<file path="src/rtl/regfile_write_arbiter.sv">
// Round-robin arbiter sharing the single register-file write port among NREQ
// write-back requesters; registers the winning write as index, one-hot enable and data.
module regfile_write_arbiter #(
   parameter int NREQ        = 4,
   parameter int BINBUSWIDTH = 5,
   parameter int DATAWIDTH   = 32
) (
   input  logic                            clk,
   input  logic                            rst_n,
   input  logic [NREQ-1:0]                 req_valid,
   output logic [NREQ-1:0]                 req_ready,
   input  logic [NREQ*BINBUSWIDTH-1:0]     req_addr,
   input  logic [NREQ*DATAWIDTH-1:0]       req_data,
   input  logic                            hold,
   output logic                            wr_en,
   output logic [BINBUSWIDTH-1:0]          wr_addr,
   output logic [(2**BINBUSWIDTH)-1:0]     wr_onehot,
   output logic [DATAWIDTH-1:0]            wr_data,
   output logic [$clog2(NREQ)-1:0]         grant_id
);

   localparam int IDW   = $clog2(NREQ);
   localparam int NREGS = 2**BINBUSWIDTH;

   logic [IDW-1:0]         ptr_q, ptr_d;
   logic                   wr_en_q, wr_en_d;
   logic [BINBUSWIDTH-1:0] wr_addr_q, wr_addr_d;
   logic [NREGS-1:0]       wr_onehot_q, wr_onehot_d;
   logic [DATAWIDTH-1:0]   wr_data_q, wr_data_d;
   logic [IDW-1:0]         grant_id_q, grant_id_d;

   logic                   found;
   logic [IDW-1:0]         gnt;
   logic                   xfer;
   logic [BINBUSWIDTH-1:0] sel_addr;
   logic [DATAWIDTH-1:0]   sel_data;

   // First valid requester at or after the pointer, wrapping modulo NREQ.
   always_comb begin
      found = 1'b0;
      gnt   = '0;
      for (int k = 0; k < NREQ; k++) begin
         int idx;
         idx = int'(ptr_q) + k;
         if (idx >= NREQ) idx = idx - NREQ;
         if (!found && req_valid[idx]) begin
            found = 1'b1;
            gnt   = IDW'(idx);
         end
      end
   end

   assign xfer     = found && !hold;
   assign sel_addr = req_addr[int'(gnt)*BINBUSWIDTH +: BINBUSWIDTH];
   assign sel_data = req_data[int'(gnt)*DATAWIDTH +: DATAWIDTH];

   always_comb begin
      req_ready = '0;
      if (xfer && rst_n) req_ready[gnt] = 1'b1;
   end

   always_comb begin
      ptr_d       = ptr_q;
      wr_en_d     = 1'b0;
      wr_onehot_d = '0;
      wr_addr_d   = wr_addr_q;
      wr_data_d   = wr_data_q;
      grant_id_d  = grant_id_q;
      if (xfer) begin
         ptr_d      = (int'(gnt) == NREQ-1) ? '0 : IDW'(int'(gnt) + 1);
         wr_addr_d  = sel_addr;
         wr_data_d  = sel_data;
         grant_id_d = gnt;
         // x0 writes complete the handshake but never reach the register file.
         if (sel_addr != '0) begin
            wr_en_d               = 1'b1;
            wr_onehot_d[sel_addr] = 1'b1;
         end
      end
   end

   always_ff @(posedge clk or negedge rst_n) begin
      if (!rst_n) begin
         ptr_q       <= '0;
         wr_en_q     <= 1'b0;
         wr_addr_q   <= '0;
         wr_onehot_q <= '0;
         wr_data_q   <= '0;
         grant_id_q  <= '0;
      end else begin
         ptr_q       <= ptr_d;
         wr_en_q     <= wr_en_d;
         wr_addr_q   <= wr_addr_d;
         wr_onehot_q <= wr_onehot_d;
         wr_data_q   <= wr_data_d;
         grant_id_q  <= grant_id_d;
      end
   end

   assign wr_en     = wr_en_q;
   assign wr_addr   = wr_addr_q;
   assign wr_onehot = wr_onehot_q;
   assign wr_data   = wr_data_q;
   assign grant_id  = grant_id_q;

endmodule
</file>
<file path="config.mk">
export PLATFORM = sky130hd
export DESIGN_NAME = regfile_write_arbiter
export DESIGN_NICKNAME = d
export VERILOG_FILES = /design/src/rtl/regfile_write_arbiter.sv
export SDC_FILE = /design/constraint.sdc
export NUM_CORES = 1
export LEC_CHECK = 0
export BUFFER_PORTS_ARGS = -buffer_cell sky130_fd_sc_hd__buf_2
export CAP_MARGIN = 15
export CORE_UTILIZATION = 39
export CTS_BUF_LIST = sky130_fd_sc_hd__clkbuf_4 sky130_fd_sc_hd__clkbuf_8 sky130_fd_sc_hd__clkbuf_16
export CTS_CLUSTER_SIZE = 8
export DETAILED_ROUTE_END_ITERATION = 7
export GPL_TIMING_DRIVEN = 0
export PLACE_DENSITY = 0.83
export SLEW_MARGIN = 30
export SYNTH_ARGS = -nofsm -noshare
export SYNTH_HDL_FRONTEND = slang
export SYNTH_SLANG_ARGS = --single-unit
</file>
<file path="constraint.sdc">
create_clock -name clk -period 2.8 [get_ports clk]
set_input_delay 0.42 -clock clk [delete_from_list [all_inputs] [get_ports clk]]
set_output_delay 0.42 -clock clk [all_outputs]
set_load 0.01 [all_outputs]
</file>
==> qor.txt, run 1 <==
====================================================================================
Area added between synthesis and finish ...............................        39.1%
DRC marker count from the first detailed-route iteration ..............          262
Via count of the routed design ........................................        4,521
Post-route cell area ..................................................     5680 um2
HPWL after detailed placement .........................................    11,100 um
Clock latency of the later-clocked register in the worst-skew pair ....      0.35 ns
Antenna Cells .........................................................            0
Sink count of the clock tree ..........................................           74
Number of inserted filler cells in the final layout ...................          940
Initial Utilization ...................................................        0.399
CORE AREA .............................................................   10,200 um2
Cell area after placement .............................................     5440 um2
Number of top-level pins ..............................................          231
Aggregate global-route resource usage .................................        0.265
Height of the chip ....................................................       104 um
Number of endpoints failing setup at the final stage ..................            0
Number of max-slew violations in the final report .....................            0
Yosys reg bits ........................................................           74
Average cell area after synthesis .....................................     9.46 um2
DRC viols .............................................................            0
Wirelength, routed ....................................................    14,400 um
Maxcap violations .....................................................            0
Most common cell after layout, fill and taps aside .................... sky130_fd_sc_hd__buf_2
Endpoint class of the critical path ...................................   output pin
Time the worst path needs with I/O delays and setup ...................      2.67 ns
Status ................................................................    completed
Min-Delay Path Class .................................................. input pin to flip-flop
Cells after synthesis .................................................          432
Number of global-route vias before repair .............................        4,556
Commonest cells after routing, fill and taps aside .................... 234 x sky130_fd_sc_hd__buf_2, 77 x sky130_fd_sc_hd__nand2_1, 73 x sky130_fd_sc_hd__dfrtp_1
Remaining global-route overflow .......................................            0
Fmax achieved .........................................................    0.374 GHz
Leakage dissipation ...................................................      3.11 nW
Max-slew headroom .....................................................        0.552
Worst-path clk slew ...................................................      0.09 ns
Hold Worst Slack ......................................................     0.469 ns
Syn_nets ..............................................................          591
Crit-path slowest cell ................................................ sky130_fd_sc_hd__dfrtp_2
Proportion of synthesized flip-flops having asynchronous set or reset .         1.00
Summed negative setup slack over all endpoints ........................         0 ns
Longest individual stage delay on the worst path ......................      0.47 ns
Power density over cell area ..........................................   800 nW/um2
Final Instance Count excl. Fillers ....................................          816
Yosys cell types ......................................................           39
Post-detailed-route wirelength per cell ...............................      17.6 um
Total CTS buffers .....................................................            9
CTS Buffer Depth ......................................................            2
Portion of the post-synthesis area used by sequential elements ........        0.453
Total power after layout ..............................................      4.54 mW
List of cells traversed by the critical path .......................... and4b_1 > a21o_1 > nor2_4 > inv_2 > buf_6 > buf_8 > ha_1 > and3_1 > buf_2
Cell area after synthesis .............................................     4090 um2
Data required time of the critical path ...............................      2.38 ns
Pin count of the biggest net entering global routing ..................           52
Clock tree from TritonCTS .............................................        built
Via density per instance ..............................................         5.54
Layout cells sized above 1 ............................................        0.412
Post-placement cell count .............................................          799
Worst-margin pin slew .................................................     0.672 ns
Startpoint type of the worst setup path ...............................    flip-flop
Die ar. ...............................................................   10,900 um2
Number of enable flip-flop cells after synthesis ......................            0
Period Utilization, post-route ........................................        0.955
Worst min-delay path startpoint ....................................... req_data[80]
Total of warnings raised by yosys .....................................            0
Antenna violations before repair ......................................            0
Chip Width ............................................................       104 um
IO Port Bufs ..........................................................          230
Clock skew after layout ...............................................   0.00628 ns
Number of placement rows ..............................................           37
Crit path launch ...................................................... ptr_q[1]$_DFFE_PN0P_
Post-layout nets ......................................................          834
Wire length of the first global-routing pass ..........................    22,600 um
Final Hold Viols ......................................................            0
Buffer cell driving the clock tree root ............................... sky130_fd_sc_hd__clkbuf_8
Crit Path Max Fanout ..................................................           20
Crit path DAT .........................................................      2.25 ns
Number of routed nets with antenna violations .........................            0
Drt first pass iters ..................................................            5
Main flop type after synthesis ........................................ sky130_fd_sc_hd__dfrtp_1
Depth of the CTS H-tree ...............................................            3
Routability Congestion ................................................        0.889
Startpoint of the most critical register-to-register path ............. ptr_q[0]$_DFFE_PN0P_
Worst ir drop on vdd ..................................................       363 uV
Crit Path Class ....................................................... flip-flop to output pin
Unrepaired setup endpoints after global routing .......................           no
====================================================================================
[power breakdown]
part	switching (mW)	total (mW)	internal, mW
clock	0.447	0.876	0.429
sequential	0.155	1.47	1.31
combinational	1.36	2.20	0.842
total	1.96	4.54	2.59
[synth_stat cells, types with 5 or more instances]
master	n	area share
sky130_fd_sc_hd__nor2_1	5	0.0046
sky130_fd_sc_hd__clkbuf_1	28	0.026
sky130_fd_sc_hd__nand2_1	77	0.071
sky130_fd_sc_hd__o21ai_0	8	0.0098
sky130_fd_sc_hd__nand3_1	8	0.0098
sky130_fd_sc_hd__a21o_1	35	0.064
sky130_fd_sc_hd__a311oi_1	32	0.069
sky130_fd_sc_hd__buf_2	5	0.0061
sky130_fd_sc_hd__a211oi_1	32	0.059
sky130_fd_sc_hd__dfrtp_1	74	0.45
sky130_fd_sc_hd__and3_1	46	0.070
sky130_fd_sc_hd__nor3_1	30	0.037
[final cells by class]
| cell class | count | area [um2] | area share |
|---|---|---|---|
| multi-input cells | 315 | 2030 | 0.358 |
| flip-flops and latches | 74 | 1850 | 0.326 |
| repair buffers | 235 | 1210 | 0.214 |
| plain buffers | 37 | 190 | 0.0335 |
| well taps | 136 | 170 | 0.0299 |
| clock buffers | 9 | 124 | 0.0218 |
| clock inverters | 7 | 85.1 | 0.0150 |
| inverters | 3 | 15.0 | 0.00264 |
[final timing paths]
check	endpoint	slack (ns)	cells past startpoint
worst min register to register	wr_data[7]$_DFFE_PN0P_	0.48	1
min in group asynchronous	wr_onehot[0]$_DFF_PN0_	0.54	2
max in group asynchronous	wr_onehot[28]$_DFF_PN0_	1.70	3
worst max-delay path	req_ready[0]	0.13	9
worst max register to register	wr_onehot[10]$_DFF_PN0_	0.19	7
worst min-delay path	wr_data[16]$_DFFE_PN0P_	0.47	4
[cells by family (layout without fill, tap and decap cells)]
logic type	Yosys count	in the layout	share of synthesized area
AO/OA/AOI/OAI	135	135	0.273
adder cells (fa/ha/maj)	4	4	0.0122
buffers and inverters	43	291	0.0511
flip-flops	74	74	0.453
other	1	1	0.000918
AND/OR/NAND/NOR	175	175	0.209
[state kept, by name, summed over array words and instances, names as in the netlist]
register	cells
grant_id	2
ptr_q	2
wr_addr	5
wr_data	32
wr_en	1
wr_onehot	32
[repair_timing]
item / in CTS / in global routing
setup buffers: 3 / 0
pin swaps: 1 / 0
hold buffers: 1 / 0
hold endpoints to repair: 27 / 0
gates resized for setup: 4 / 2
setup endpoints to repair: 4 / 1
[per-layer routing]
| metal | vias up | routed length [um] | GRT usage | share of wire |
|---|---|---|---|---|
| li1 | 2102 | - | - | - |
| met1 | 2185 | 5900 | 0.313 | 0.41 |
| met2 | 214 | 7220 | 0.479 | 0.50 |
| met3 | 20 | 980 | 0.0470 | 0.068 |
| met4 | 0 | 250 | 0.0929 | 0.017 |
| met5 | - | 0 | 0 | 0 |
[metrics by stage]
stage	util	worst slack, ns
2_1_floorplan	-	0.489
3_3_place_gp	0.529	-0.0873
3_5_place_dp	0.531	-0.126
4_1_cts	0.555	0.0954
5_1_grt	0.555	0.0136
6_report	0.555	0.126
[worst max-delay path: cells and delay by family (launching register included)]
| kind | cells | cell delay, ns |
|---|---|---|
| flops | 1 | 0.47 |
| compound gates | 1 | 0.21 |
| fa+ha+maj | 1 | 0.18 |
| simple gates | 3 | 0.49 |
| buf+inv | 4 | 0.55 |
Power figures use the tool's default switching activity.
==> run 2, diff against run 1 <==
Settings changed: ABC_CLOCK_PERIOD_IN_PS set to 2800, CAP_MARGIN 15 to 20, CELL_PAD_IN_SITES_DETAIL_PLACEMENT set to 0, CELL_PAD_IN_SITES_GLOBAL_PLACEMENT set to 2, CORE_UTILIZATION 39 to 24, PLACE_DENSITY 0.83 to 0.9.
==> qor.txt, run 2 (same netlist as run 1, synthesis figures left out) <==
=================================================================================
Number of routed nets with antenna violations ......................            0   unchanged
Post-placement cell count ..........................................          883   +11%
HPWL after detailed placement ......................................    12,200 um   +9.9%
Chip Width .........................................................       132 um   +27%
Fmax achieved ......................................................    0.375 GHz   +0.26%
Crit path DAT ......................................................      2.25 ns   about the same
DRC viols ..........................................................            0   unchanged
Sink count of the clock tree .......................................           74   unchanged
Via count of the routed design .....................................        4,305   -4.8%
Routability Congestion .............................................        0.800   -10%
FF-to-FF End ....................................................... wr_data[4]$_DFFE_PN0P_
Antenna violations before repair ...................................            2   +2
Post-CTS Hold Buffers ..............................................            0   -1
Number of top-level pins ...........................................          231   unchanged
Post-layout nets ...................................................          834   unchanged
Hold Worst Slack ...................................................   0.00989 ns   -0.459 ns
Summed negative setup slack over all endpoints .....................         0 ns   unchanged
Crit Path Class .................................................... flip-flop to output pin
Wire length of the first global-routing pass .......................    24,900 um   +10%
Number of placement rows ...........................................           47   +27%
Data required time of the critical path ............................      2.38 ns   about the same
Time the worst path needs with I/O delays and setup ................      2.67 ns   -0.00689 ns
Status .............................................................    completed
Max-slew headroom ..................................................        0.520   -0.0320
Clock tree from TritonCTS ..........................................        built
Post-detailed-route wirelength per cell ............................      17.5 um   -0.23%
Unrepaired setup endpoints after global routing ....................           no
Buffer cell driving the clock tree root ............................ sky130_fd_sc_hd__clkbuf_16
Startpoint of the most critical register-to-register path .......... ptr_q[0]$_DFFE_PN0P_
Via density per instance ...........................................         4.77   -14%
Clock skew after layout ............................................   0.00683 ns   +0.000548 ns
Worst ir drop on vdd ...............................................       284 uV   -22%
Aggregate global-route resource usage ..............................        0.187   -0.0781
Pin count of the biggest net entering global routing ...............           50   -3.8%
Min-Delay Path Class ............................................... input pin to asynchronous set/reset pin
Area added between synthesis and finish ............................        44.9%
Height of the chip .................................................       132 um   +27%
Clock latency of the later-clocked register in the worst-skew pair .      0.34 ns   about the same
Drt first pass iters ...............................................            5   unchanged
Layout cells sized above 1 .........................................        0.415   +0.00294
Maxcap violations ..................................................            0   unchanged
Startpoint type of the worst setup path ............................    flip-flop
Wirelength, routed .................................................    15,800 um   +10%
Initial Utilization ................................................        0.246   -0.153
Period Utilization, post-route .....................................        0.953   -0.00246
Crit Path Max Fanout ...............................................           11   -45%
Total power after layout ...........................................      4.99 mW   +9.7%
Commonest cells after routing, fill and taps aside ................. 234 x sky130_fd_sc_hd__buf_2, 77 x sky130_fd_sc_hd__nand2_1, 73 x sky130_fd_sc_hd__dfrtp_1
Endpoint class of the critical path ................................   output pin
Power density over cell area .......................................   842 nW/um2   +5.3%
IO Port Bufs .......................................................          230   unchanged
Total CTS buffers ..................................................            9   unchanged
Depth of the CTS H-tree ............................................            3   unchanged
Final Instance Count excl. Fillers .................................          902   +11%
Final Hold Viols ...................................................            0   unchanged
Worst-path clk slew ................................................      0.06 ns   -0.03 ns
Number of endpoints failing setup at the final stage ...............            0   unchanged
Remaining global-route overflow ....................................            0   unchanged
CTS Buffer Depth ...................................................            2   unchanged
Most common cell after layout, fill and taps aside ................. sky130_fd_sc_hd__buf_2
Number of inserted filler cells in the final layout ................        1,804   +92%
CORE AREA ..........................................................   16,600 um2   +62%
Die ar. ............................................................   17,600 um2   +61%
Worst-margin pin slew ..............................................     0.720 ns   +0.0480 ns
Length in cells of the worst reg-to-reg path .......................            8   +1
Flop-to-flop setup slack ...........................................      0.31 ns   +0.12 ns
Number of global-route vias before repair ..........................        4,459   -2.1%
Leakage dissipation ................................................      3.17 nW   +2.0%
Number of max-slew violations in the final report ..................            0   unchanged
DRC marker count from the first detailed-route iteration ...........          156   -40%
=================================================================================
[run 2: changes by cell type in the layout (fill, tap and decap cells not counted), sizes merged]
cell,before,now
diode,0,2
dlygate4sd3,1,0
buf,246,247
inv,5,4
bufinv,1,2
clkbuf,34,35
clkinvlp,3,2
[run 2: power by group]
part	switching, mW	total, mW	internal, mW
Clock	0.483	1.30	0.815
Combinational	1.37	2.22	0.846
Sequential	0.152	1.47	1.32
[run 2: area by class of cell]
type	instances	area [um2]	share of cell area
buffer	37	190	0.0321
sequential	74	1850	0.313
inverter	3	15.0	0.00254
timing repair buffer	235	1210	0.205
clock buffer	10	239	0.0404
tap	220	275	0.0465
antenna	2	5.00	0.000845
clock inverter	6	96.3	0.0163
multi-input combinational	315	2030	0.344
[run 2: repair_timing]
action | CTS | global route
pin swaps | 1 | 2
setup endpoints to repair | 4 | 4
buffers inserted | 3 | 1
resized for setup | 3 | 4
[run 2: metal layers]
metal	track usage	vias to the layer above	wire, um
met5	0	-	0
met4	0.0587	0	241
met3	0.0521	15	996
met2	0.309	160	7560
met1	0.235	2022	7030
li1	-	2108	-
[run 2: worst max-delay path by stage]
| stage | from | endpoint | slack (ns) | cells past startpoint |
|---|---|---|---|---|
| floorplan | ptr_q[1]$_DFFE_PN0P_ | req_ready[0] | 0.49 | 8 |
| global placement | req_valid[2] | req_ready[0] | -0.20 | 10 |
| detailed placement | req_valid[2] | req_ready[2] | -0.22 | 10 |
| CTS | ptr_q[1]$_DFFE_PN0P_ | req_ready[0] | 0.02 | 9 |
| global route | ptr_q[1]$_DFFE_PN0P_ | req_ready[0] | 0.007 | 8 |
| finish | ptr_q[1]$_DFFE_PN0P_ | req_ready[0] | 0.13 | 8 |
[run 2: worst max-delay path, cell delays in order, from the launching register on]
cell	delay [ns]
sky130_fd_sc_hd__dfrtp_2	0.46
sky130_fd_sc_hd__nor2b_1	0.14
sky130_fd_sc_hd__o21ai_0	0.15
sky130_fd_sc_hd__o211a_1	0.24
sky130_fd_sc_hd__clkinvlp_4	0.16
sky130_fd_sc_hd__buf_2	0.23
sky130_fd_sc_hd__ha_1	0.21
sky130_fd_sc_hd__and3_1	0.16
sky130_fd_sc_hd__buf_2	0.13
[run 2: through the flow]
step | utilization | instance area, um2 | worst slack, ns
2_1_floorplan | - | 4090 | 0.489
3_3_place_gp | 0.332 | 5510 | -0.201
3_5_place_dp | 0.334 | 5540 | -0.217
4_1_cts | 0.356 | 5900 | 0.0229
5_1_grt | 0.357 | 5920 | 0.00732
6_report | 0.357 | 5920 | 0.133
